==> src/rtl/fp_add_pipe.sv <==
// fp_add_pipe: 3-stage pipelined floating-point adder/subtractor with tag sideband.
// Define FP_ADD_RNE_EN for round-to-nearest-even; otherwise results truncate toward zero.
module fp_add_pipe #(
    parameter int EXP_W = 8,
    parameter int MAN_W = 23,
    parameter int TAG_W = 8
) (
    input  logic                 clk,
    input  logic                 rst_n,
    input  logic                 in_valid,
    output logic                 in_ready,
    input  logic [EXP_W+MAN_W:0] in_a,
    input  logic [EXP_W+MAN_W:0] in_b,
    input  logic                 in_sub,
    input  logic [TAG_W-1:0]     in_tag,
    output logic                 out_valid,
    input  logic                 out_ready,
    output logic [EXP_W+MAN_W:0] out_result,
    output logic [TAG_W-1:0]     out_tag
);
    localparam int W   = 1 + EXP_W + MAN_W;
    localparam int SW  = MAN_W + 4;
    localparam int XW  = SW - 1;
    localparam int EW2 = EXP_W + 2;
    localparam int MW2 = MAN_W + 2;
    localparam int LZW = $clog2(SW + 1);
    localparam logic [EXP_W-1:0] EMAX = '1;
    localparam logic [W-1:0] QNAN = {1'b0, EMAX, 1'b1, {(MAN_W-1){1'b0}}};

    logic advance;
    assign advance  = !out_valid || out_ready;
    assign in_ready = advance;

    logic             sa, sb, nan_a, nan_b, inf_a, inf_b, zero_a, zero_b, swap;
    logic [EXP_W-1:0] ea, eb, el, es, diff, sh;
    logic [MAN_W-1:0] fa, fb, fl, fs;
    logic [2*XW-1:0]  wide;
    logic             s1_spec_d, s1_sign_d, s1_sub_d;
    logic [W-1:0]     s1_sval_d;
    logic [SW-1:0]    s1_ml_d, s1_ms_d;

    always_comb begin
        sa     = in_a[W-1];
        ea     = in_a[MAN_W +: EXP_W];
        fa     = in_a[MAN_W-1:0];
        sb     = in_b[W-1] ^ in_sub;
        eb     = in_b[MAN_W +: EXP_W];
        fb     = in_b[MAN_W-1:0];
        nan_a  = (ea == EMAX) && (fa != '0);
        nan_b  = (eb == EMAX) && (fb != '0);
        inf_a  = (ea == EMAX) && (fa == '0);
        inf_b  = (eb == EMAX) && (fb == '0);
        zero_a = (ea == '0);
        zero_b = (eb == '0);
        s1_spec_d = 1'b1;
        s1_sval_d = '0;
        if (nan_a || nan_b)
            s1_sval_d = QNAN;
        else if (inf_a && inf_b)
            s1_sval_d = (sa != sb) ? QNAN : {sa, EMAX, {MAN_W{1'b0}}};
        else if (inf_a)
            s1_sval_d = {sa, EMAX, {MAN_W{1'b0}}};
        else if (inf_b)
            s1_sval_d = {sb, EMAX, {MAN_W{1'b0}}};
        else if (zero_a && zero_b)
            s1_sval_d = {sa & sb, {(W-1){1'b0}}};
        else if (zero_a)
            s1_sval_d = {sb, in_b[W-2:0]};
        else if (zero_b)
            s1_sval_d = in_a;
        else
            s1_spec_d = 1'b0;
        // Larger magnitude always goes on the left so S2 never goes negative.
        swap      = {ea, fa} < {eb, fb};
        el        = swap ? eb : ea;
        es        = swap ? ea : eb;
        fl        = swap ? fb : fa;
        fs        = swap ? fa : fb;
        s1_sign_d = swap ? sb : sa;
        s1_sub_d  = sa ^ sb;
        diff      = el - es;
        sh        = (diff >= EXP_W'(XW)) ? EXP_W'(XW) : diff;
        wide      = {1'b1, fs, 2'b00, {XW{1'b0}}} >> sh;
        s1_ms_d   = {wide[2*XW-1:XW], |wide[XW-1:0]};
        s1_ml_d   = {1'b1, fl, 3'b000};
    end

    logic             s1_v_q, s1_spec_q, s1_sign_q, s1_sub_q;
    logic [W-1:0]     s1_sval_q;
    logic [EXP_W-1:0] s1_exp_q;
    logic [SW-1:0]    s1_ml_q, s1_ms_q;
    logic [TAG_W-1:0] s1_tag_q;

    logic [SW:0]      s2_sum_d;
    logic             s2_v_q, s2_spec_q, s2_sign_q;
    logic [W-1:0]     s2_sval_q;
    logic [EXP_W-1:0] s2_exp_q;
    logic [SW:0]      s2_sum_q;
    logic [TAG_W-1:0] s2_tag_q;

    assign s2_sum_d = s1_sub_q ? ({1'b0, s1_ml_q} - {1'b0, s1_ms_q})
                               : ({1'b0, s1_ml_q} + {1'b0, s1_ms_q});

    logic [LZW-1:0]   lzc;
    logic [SW-1:0]    norm;
    logic [EW2-1:0]   exp_n, exp_r;
    logic [MW2-1:0]   mant_r;
    logic [MAN_W-1:0] frac;
    logic             inc, ovf, unf;
    logic [W-1:0]     res_d;

    always_comb begin
        lzc = LZW'(SW);
        for (int i = 0; i < SW; i++)
            if (s2_sum_q[i]) lzc = LZW'(SW - 1 - i);
        if (s2_sum_q[SW]) begin
            norm  = {s2_sum_q[SW:2], |s2_sum_q[1:0]};
            exp_n = {2'b00, s2_exp_q} + EW2'(1);
        end else begin
            norm  = s2_sum_q[SW-1:0] << lzc;
            exp_n = {2'b00, s2_exp_q} - EW2'(lzc);
        end
`ifdef FP_ADD_RNE_EN
        inc = norm[2] & (norm[1] | norm[0] | norm[3]);
`else
        inc = 1'b0;
`endif
        mant_r = {1'b0, norm[SW-1:3]} + MW2'(inc);
        exp_r  = mant_r[MAN_W+1] ? exp_n + EW2'(1) : exp_n;
        frac   = mant_r[MAN_W+1] ? mant_r[MAN_W:1] : mant_r[MAN_W-1:0];
        ovf    = !exp_r[EW2-1] && (exp_r[EXP_W:0] >= {1'b0, EMAX});
        unf    = exp_r[EW2-1] || (exp_r == '0);
        if (s2_spec_q)
            res_d = s2_sval_q;
        else if (norm == '0)
            res_d = '0;
        else if (ovf)
            res_d = {s2_sign_q, EMAX, {MAN_W{1'b0}}};
        else if (unf)
            res_d = {s2_sign_q, {(W-1){1'b0}}};
        else
            res_d = {s2_sign_q, exp_r[EXP_W-1:0], frac};
    end

    always_ff @(posedge clk or negedge rst_n) begin
        if (!rst_n) begin
            s1_v_q     <= 1'b0;
            s1_spec_q  <= 1'b0;
            s1_sign_q  <= 1'b0;
            s1_sub_q   <= 1'b0;
            s1_sval_q  <= '0;
            s1_exp_q   <= '0;
            s1_ml_q    <= '0;
            s1_ms_q    <= '0;
            s1_tag_q   <= '0;
            s2_v_q     <= 1'b0;
            s2_spec_q  <= 1'b0;
            s2_sign_q  <= 1'b0;
            s2_sval_q  <= '0;
            s2_exp_q   <= '0;
            s2_sum_q   <= '0;
            s2_tag_q   <= '0;
            out_valid  <= 1'b0;
            out_result <= '0;
            out_tag    <= '0;
        end else if (advance) begin
            s1_v_q     <= in_valid;
            s1_spec_q  <= s1_spec_d;
            s1_sign_q  <= s1_sign_d;
            s1_sub_q   <= s1_sub_d;
            s1_sval_q  <= s1_sval_d;
            s1_exp_q   <= el;
            s1_ml_q    <= s1_ml_d;
            s1_ms_q    <= s1_ms_d;
            s1_tag_q   <= in_tag;
            s2_v_q     <= s1_v_q;
            s2_spec_q  <= s1_spec_q;
            s2_sign_q  <= s1_sign_q;
            s2_sval_q  <= s1_sval_q;
            s2_exp_q   <= s1_exp_q;
            s2_sum_q   <= s2_sum_d;
            s2_tag_q   <= s1_tag_q;
            out_valid  <= s2_v_q;
            out_result <= res_d;
            out_tag    <= s2_tag_q;
        end
    end

endmodule

==> config.mk <==
export PLATFORM = sky130hd
export DESIGN_NAME = fp_add_pipe
export DESIGN_NICKNAME = d
export VERILOG_FILES = /design/src/rtl/fp_add_pipe.sv
export SDC_FILE = /design/constraint.sdc
export NUM_CORES = 1
export LEC_CHECK = 0
export ABC_AREA = 1
export CAP_MARGIN = 20
export CORE_UTILIZATION = 29
export DETAILED_ROUTE_END_ITERATION = 7
export PLACE_DENSITY = 0.46
export SYNTH_ARGS = -nofsm -noshare
export SYNTH_HDL_FRONTEND = slang
export SYNTH_SLANG_ARGS = --single-unit
==> constraint.sdc <==
create_clock -name clk -period 4.4 [get_ports clk]
set_clock_uncertainty 0.2 [all_clocks]
set_input_delay 1.32 -clock clk [delete_from_list [all_inputs] [get_ports clk]]
set_output_delay 1.32 -clock clk [all_outputs]
set_load 0.05 [all_outputs]
==> After elaboration in Yosys (flattened, before gate mapping) <==
Index checks and enable logic that the tools add are counted.
{ "op_classes": {"n_addsub": 5, "n_mul": 0, "div": 0, "n_lt_le_gt_ge": 3, "n_eq_ne": 3, "n_shift": 2, "muxes": 55, "bitwise_logic": 3, "n_reduce_logical": 22} }
{ "op_table": {"columns": ["op", "count"], "rows": [
  ["32-bit 2-to-1 mux", 10],
  ["5-bit 2-to-1 mux", 26],
  ["31-bit 2-to-1 mux", 2],
  ["52-bit by 8-bit >> shifter with 52-bit output", 1],
  ["23-bit zero test", 2],
  ["23-bit 2-to-1 mux", 2],
  ["23-bit nonzero test", 2],
  ["31-bit less-than comparator", 1],
  ["27-bit by 27-bit adder with 28-bit output", 1],
  ["28-bit 2-to-1 mux", 1],
  ["27-bit by 27-bit subtractor with 28-bit output", 1],
  ["27-bit zero test", 1],
  ["27-bit 2-to-1 mux", 1],
  ["27-bit by 5-bit left shift with 27-bit output", 1],
  ["26-bit OR reduction", 1],
  ["8-bit 2-to-1 mux", 3],
  ["8-bit == test, second input constant", 2],
  ["8-bit zero test", 2],
  ["10-bit zero test", 1],
  ["10-bit 2-to-1 mux", 1],
  ["8-bit by 1-bit adder with 9-bit output, second input constant", 1],
  ["9-bit by 8-bit >= comparator with 1-bit output, second input constant", 1],
  ["1-bit 2-to-1 mux", 9],
  ["8-bit by 5-bit subtractor with 9-bit output", 1],
  ["other kinds (9)", 19]
]} }
{ "totals": {"reg_bits": 223, "latch_bits": 0, "ram_bits": 0, "rom_bits": 0, "output_inout_bits": 42, "elab_cells": 112, "n_memories": 0} }

==> Longest topological paths before layout <==
{ "logic_depth": {"depth_word": 35, "ltp_mapped": 44, "mapped_depth_nobuf": 42} }

==> Worst setup path after synthesis <==
OpenSTA, ideal clock, no wires.
{ "synth_timing": {"kind": "input to register", "from": "input port in_b[26]", "to": "register s1_ms_q[0]", "setup_time_ps": 117, "arrival_ps": 4504, "path_slack_ps": -422, "stages": 33, "n_path_buf": 2, "path_cell_list": "inv_1 > ha_1 > nand2_1 > inv_2 > nand2_1 > nand2_1 > nand2_1 > nand2_1 > a21oi_2 > nand2_4 > nand2_1 > nand3_1 > ha_1 > inv_1 > nand2_2 > nand2_1 > nand3_1 > nand2_1 > nand2_1 > nor2_4 > nand3_2 > buf_4 > buf_2 > nand3_1 > nand3_1 > nand2_1 > nand2_1 > nor2_1 > nand3_1 > nand3_1 > nand3_1 > nor2_1 > nor2_1"} }
{ "synth_via": {"elab_chain_cells": 7} }
{ "synth_lines": {"columns": ["item", "line_no", "text"], "rows": [
  ["start, declared", "13", "input logic [EXP_W+MAN_W:0] in_b,"],
  ["31-bit less-than comparator", "74", "swap = {ea, fa} < {eb, fb};"],
  ["8-bit 2-to-1 mux, on equally long branches", "75, 76", null],
  ["8-bit subtractor", "81", "diff = el - es;"],
  ["8-bit by 5-bit >= comparator with 1-bit output", "82", "sh = (diff >= EXP_W'(XW)) ? EXP_W'(XW) : diff;"],
  ["8-bit 2-to-1 mux", "82", null],
  ["52-bit by 8-bit >> shifter with 52-bit output *", "83", "wide = {1'b1, fs, 2'b00, {XW{1'b0}}} >> sh;"],
  ["26-bit OR reduction *", "84", "s1_ms_d = {wide[2*XW-1:XW], |wide[XW-1:0]};"],
  ["end signal, assigned", "174", "s1_ms_q <= s1_ms_d;"],
  ["end, declared", "91", "logic [SW-1:0] s1_ml_q, s1_ms_q;"]
]} }
Every way passes the cells marked *; elsewhere a longest branch is shown, timed or not.
A chain may end at the register's enable or synchronous reset.

==> Worst setup path in the final report <==
{ "layout_timing": {"from": "input port in_a[13]", "to": "register s1_ms_q[0]"} }
{ "layout_via": {"elab_chain_cells": 7} }
{ "layout_lines": {"columns": ["item", "line_no", "text"], "rows": [
  ["start, declared", "12", "input logic [EXP_W+MAN_W:0] in_a,"],
  ["31-bit less-than comparator", "74", null],
  ["8-bit 2-to-1 mux, on equally long branches", "75, 76", null],
  ["8-bit subtractor", "81", null],
  ["8-bit by 5-bit >= comparator with 1-bit output", "82", null],
  ["8-bit 2-to-1 mux", "82", null],
  ["52-bit by 8-bit >> shifter with 52-bit output *", "83", null],
  ["26-bit OR reduction *", "84", null]
]} }
Marks and branches as above.

==> flow_summary_export.csv <==
group,metric,value,unit
run_status,status,"finished with violations",
run_status,violations,"negative setup slack",
cts,cts_tree,"yes",
routing,drt-pass1-iter-count,5,
routing,vias,18070,
finish,drive_gt1_frac,0.2873,
setup_path,crit_type,"input port to register",
cts,htree_num_levels,1,
logic_synthesis,synth_edf_count,0,
cts,cts_buffers,26,
timing,max_freq,213.0,MHz
routing,first_iter_violations,1367,
flow_run,drv_cap,0,
pwr,ir_drop,0.3948,mV
die,initial_utilization,0.2939,
setup_path,cp_max_fo,6,
setup_path,endpoint_kind,"register",
cts,hold_buffers,0,
min_path,hold_start,"s2_v_q",
pwr,power_frac_seq,0.219,
place,dpl_worst_slack,-1.360,ns
place,place_congestion,0.9174,
timing,period_share,1.067,
global_routing,grt-ovfl-total,0,
timing,finalSetupTns,-1.526,ns
place,hpwl,49.58,mm
global_routing,grtUsageMet2,0.3522,
pwr,clockPowerShare,0.161,
global_routing,grt_pass1_wl,99.33,mm
finish,diodes,0,
die,die_h,241.3,um
setup_path,cp.arrival,4.93,ns
setup_path,start_kind,"input port",
finish,multi_input_area,0.01142,mm2
cts,clk_latency,0.55,ns
logic_synthesis,synth_area_per_cell,6.641,um2
timing,fin_ws,-0.2939,ns
setup_path,crit_start,"in_a[13]",
routing,wirelength,66.42,mm
setup_path,r2r_cells,30,
place,placed_area,0.02056,mm2
finish,final.fill_count,5774,
global_routing,grt_max_degree,131,
pwr,p_leak,11.77,nW
pwr,power,14.19,mW
setup_path,crit_end,"s1_ms_q[0]",
setup_path,critPathBufInv,4,
logic_synthesis,synth_ff_type,"dfrtp_1",
die,die_area,0.05821,mm2
setup_path,critPathTopFamily,"simple AND/OR/NAND/NOR gates",
pwr,power_density,590.5,mW/mm2
timing,hold_violations,0,
finish,seq_area,0.005580,mm2
timing,min_period,4.694,ns
logic_synthesis,synthCells,2500,
timing,slew_viol_final,0,
timing,setup_viol,24,
timing,slew_headroom,0.3372,
routing,drc,0,
global_routing,use_met3,0.01527,
cts,clock_sinks,223,
die,num_rows,87,
setup_path,cp.depth,33,
setup_path,r2r_setup_slack,-0.03,ns
setup_path,worstPathRequired,4.64,ns
pwr,p_int,7.361,mW
finish,layout.cells.most_common_list,"nand2_1, buf_4, dfrtp_1",
routing,ant_nets,0,
global_routing,grt_pass1_vias,17150,
routing,via_per_inst,4.940,
timing,rsz0062_at_grt,"yes",
pwr,p_switching,6.834,mW
logic_synthesis,ys_types,53,
pwr,p_sw_frac,0.4814,
finish,final_common_cell,"nand2_1",
global_routing,antenna_found_initial,1,
setup_path,slowest_stage,"ha_4",
logic_synthesis,yosys_warnings,0,
die,core-area,0.05650,mm2
logic_synthesis,synth-async-reset-ratio,1.000,
timing,worstMarginPinSlew,0.9931,ns
setup_path,crit_top_cell,"nand2_1",
min_path,hold_class,"register to register",
pwr,p_comb_frac,0.619,
logic_synthesis,synth_nets,2666,
cts,clk_path_buf_depth,3,
finish,nets,3050,
finish,area_delta_synth_final,44.78,%
die,die_w,241.3,um
logic_synthesis,synth-seq-cells,223,
logic_synthesis,synthesis.area,0.01660,mm2
place,io_buffer_count,118,
global_routing,grt_usage,0.2197,
global_routing,gr-usage-met1,0.3201,
logic_synthesis,synth-seq-area-share,0.3361,
global_routing,top_usage_layer,"met2",
setup_path,r2r_start,"s2_sum_q[2]",
routing,wl_per_cell,18.15,um
die,boundaryPins,119,
setup_path,max_stage_delay,0.27,ns
cts,path_clk_slew,0.06,ns
setup_path,reg2reg_to,"out_result[27]",
cts,cts-root-buf,"clkbuf_16",
finish,fin_area,0.02404,mm2
==> flip-flops by register name, indices dropped and copies added (netlist names) <==
signal and cells:
s1_exp_q 8, s1_sign_q 1, s1_ms_q 27, s2_exp_q 8
s2_sign_q 1, s1_v_q 1, s1_sval_q 32, s2_tag_q 8
out_result 32, s2_sval_q 32, out_valid 1, out_tag 8
s1_sub_q 1, s1_tag_q 8, s2_sum_q 28, s2_v_q 1
s1_ml_q 24, s2_spec_q 1, s1_spec_q 1
==> tightest hold or removal path: cells and delay by family, from the launching register on <==
family / cells / cell delay [ns]
AND/OR/NAND/NOR: 1 / 0.06
buffers and inverters: 1 / 0.05
flip-flops: 1 / 0.32
==> layer usage <==
| layer | share of wire | vias up |
|---|---|---|
| li1 | - | 9055 |
| met1 | 0.48 | 8522 |
| met5 | 0 | - |
| met4 | 0.019 | 0 |
| met2 | 0.46 | 416 |
| met3 | 0.037 | 81 |
==> power groups by stage <==
stage	registers, mW	clock network (mW)	logic, mW
after floorplan	3.65	0	4.11
after global placement	3.13	0	7.40
after detailed placement	3.14	0	7.41
after CTS	3.11	2.36	7.93
after global routing	3.19	2.43	9.65
final	3.11	2.29	8.79
==> cells in the mapped netlist, types with 2 or more instances <==
| library cell | number | area, um2 |
|---|---|---|
| a21o_1 | 3 | 22.52 |
| dfrtp_1 | 223 | 5580 |
| a21oi_2 | 3 | 26.28 |
| ha_1 | 87 | 1089 |
| mux2i_1 | 5 | 50.05 |
| inv_1 | 255 | 957.2 |
| buf_6 | 4 | 45.04 |
| nand3_1 | 279 | 1396 |
| clkinv_1 | 4 | 15.01 |
| xnor2_1 | 3 | 26.28 |
| nand2_1 | 776 | 2913 |
| nor4_1 | 14 | 87.58 |
| a31oi_1 | 17 | 106.4 |
| xor2_1 | 25 | 219.0 |
| inv_2 | 4 | 15.01 |
| and2_1 | 3 | 18.77 |
| o21bai_1 | 5 | 37.54 |
| a21boi_0 | 9 | 67.56 |
| o31ai_1 | 4 | 30.03 |
| nor3_1 | 15 | 75.07 |
| nor2_1 | 146 | 548.0 |
| nand2_4 | 2 | 22.52 |
| a22oi_1 | 23 | 172.7 |
| o21ai_0 | 217 | 1086 |
| clkbuf_1 | 104 | 390.4 |
| nand4_1 | 44 | 275.3 |
| o221ai_1 | 10 | 87.58 |
| nand2_2 | 5 | 31.28 |
| nor3b_1 | 2 | 15.01 |
| buf_4 | 2 | 15.01 |
| buf_2 | 13 | 65.06 |
| nand3_2 | 3 | 30.03 |
| a21oi_1 | 144 | 720.7 |
| a41oi_1 | 2 | 17.52 |
| buf_1 | 2 | 7.510 |
| o22ai_1 | 22 | 137.6 |
| fa_1 | 2 | 40.04 |
| o211ai_1 | 4 | 30.03 |
==> what timing repair did <==
item | CTS | global route
pin swaps | 68 | 134
resized for setup | 339 | 359
endpoints found under the setup margin | 57 | 86
setup buffers | 59 | 36
gates cloned | 8 | 5
==> through the flow <==
| stage | cells | util | hold WS [ns] |
|---|---|---|---|
| after floorplan | 2500 | - | 0.2198 |
| after global placement | 3514 | 0.3640 | 0.2355 |
| after detailed placement | 3514 | 0.3640 | 0.2459 |
| after CTS | 3626 | 0.4026 | 0.2606 |
| after global routing | 3659 | 0.4255 | 0.2818 |
| final | 3659 | 0.4255 | 0.2636 |
==> kinds of logic after synthesis <==
family / after synthesis / synth area share
flip-flops: 223 / 0.3361
AO/OA/AOI/OAI: 470 / 0.1567
XOR/XNOR: 28 / 0.01477
AND/OR/NAND/NOR: 1296 / 0.3301
buffers and inverters: 389 / 0.09126
adder cells (fa/ha/maj): 89 / 0.06797
multiplexers: 5 / 0.003014
==> worst min path at each step <==
stage,endpoint,cells past startpoint
global placement,out_valid,2
finish,out_valid,2
detailed placement,out_valid,2
CTS,out_valid,2
global route,out_tag[4],2
floorplan,out_valid,2
==> area by class of cell <==
cell class                      instances  area share
Timing Repair inverter                  4    0.001666
Timing Repair Buffer                  477      0.1708
Tap cell                              756     0.03935
Clock inverter                         13    0.006819
Inverter                              264     0.04341
Multi-Input combinational cell       1888      0.4750
Sequential cell                       223      0.2321
Clock buffer                           34     0.03081
No activity file was read; power rests on OpenSTA's default activity.
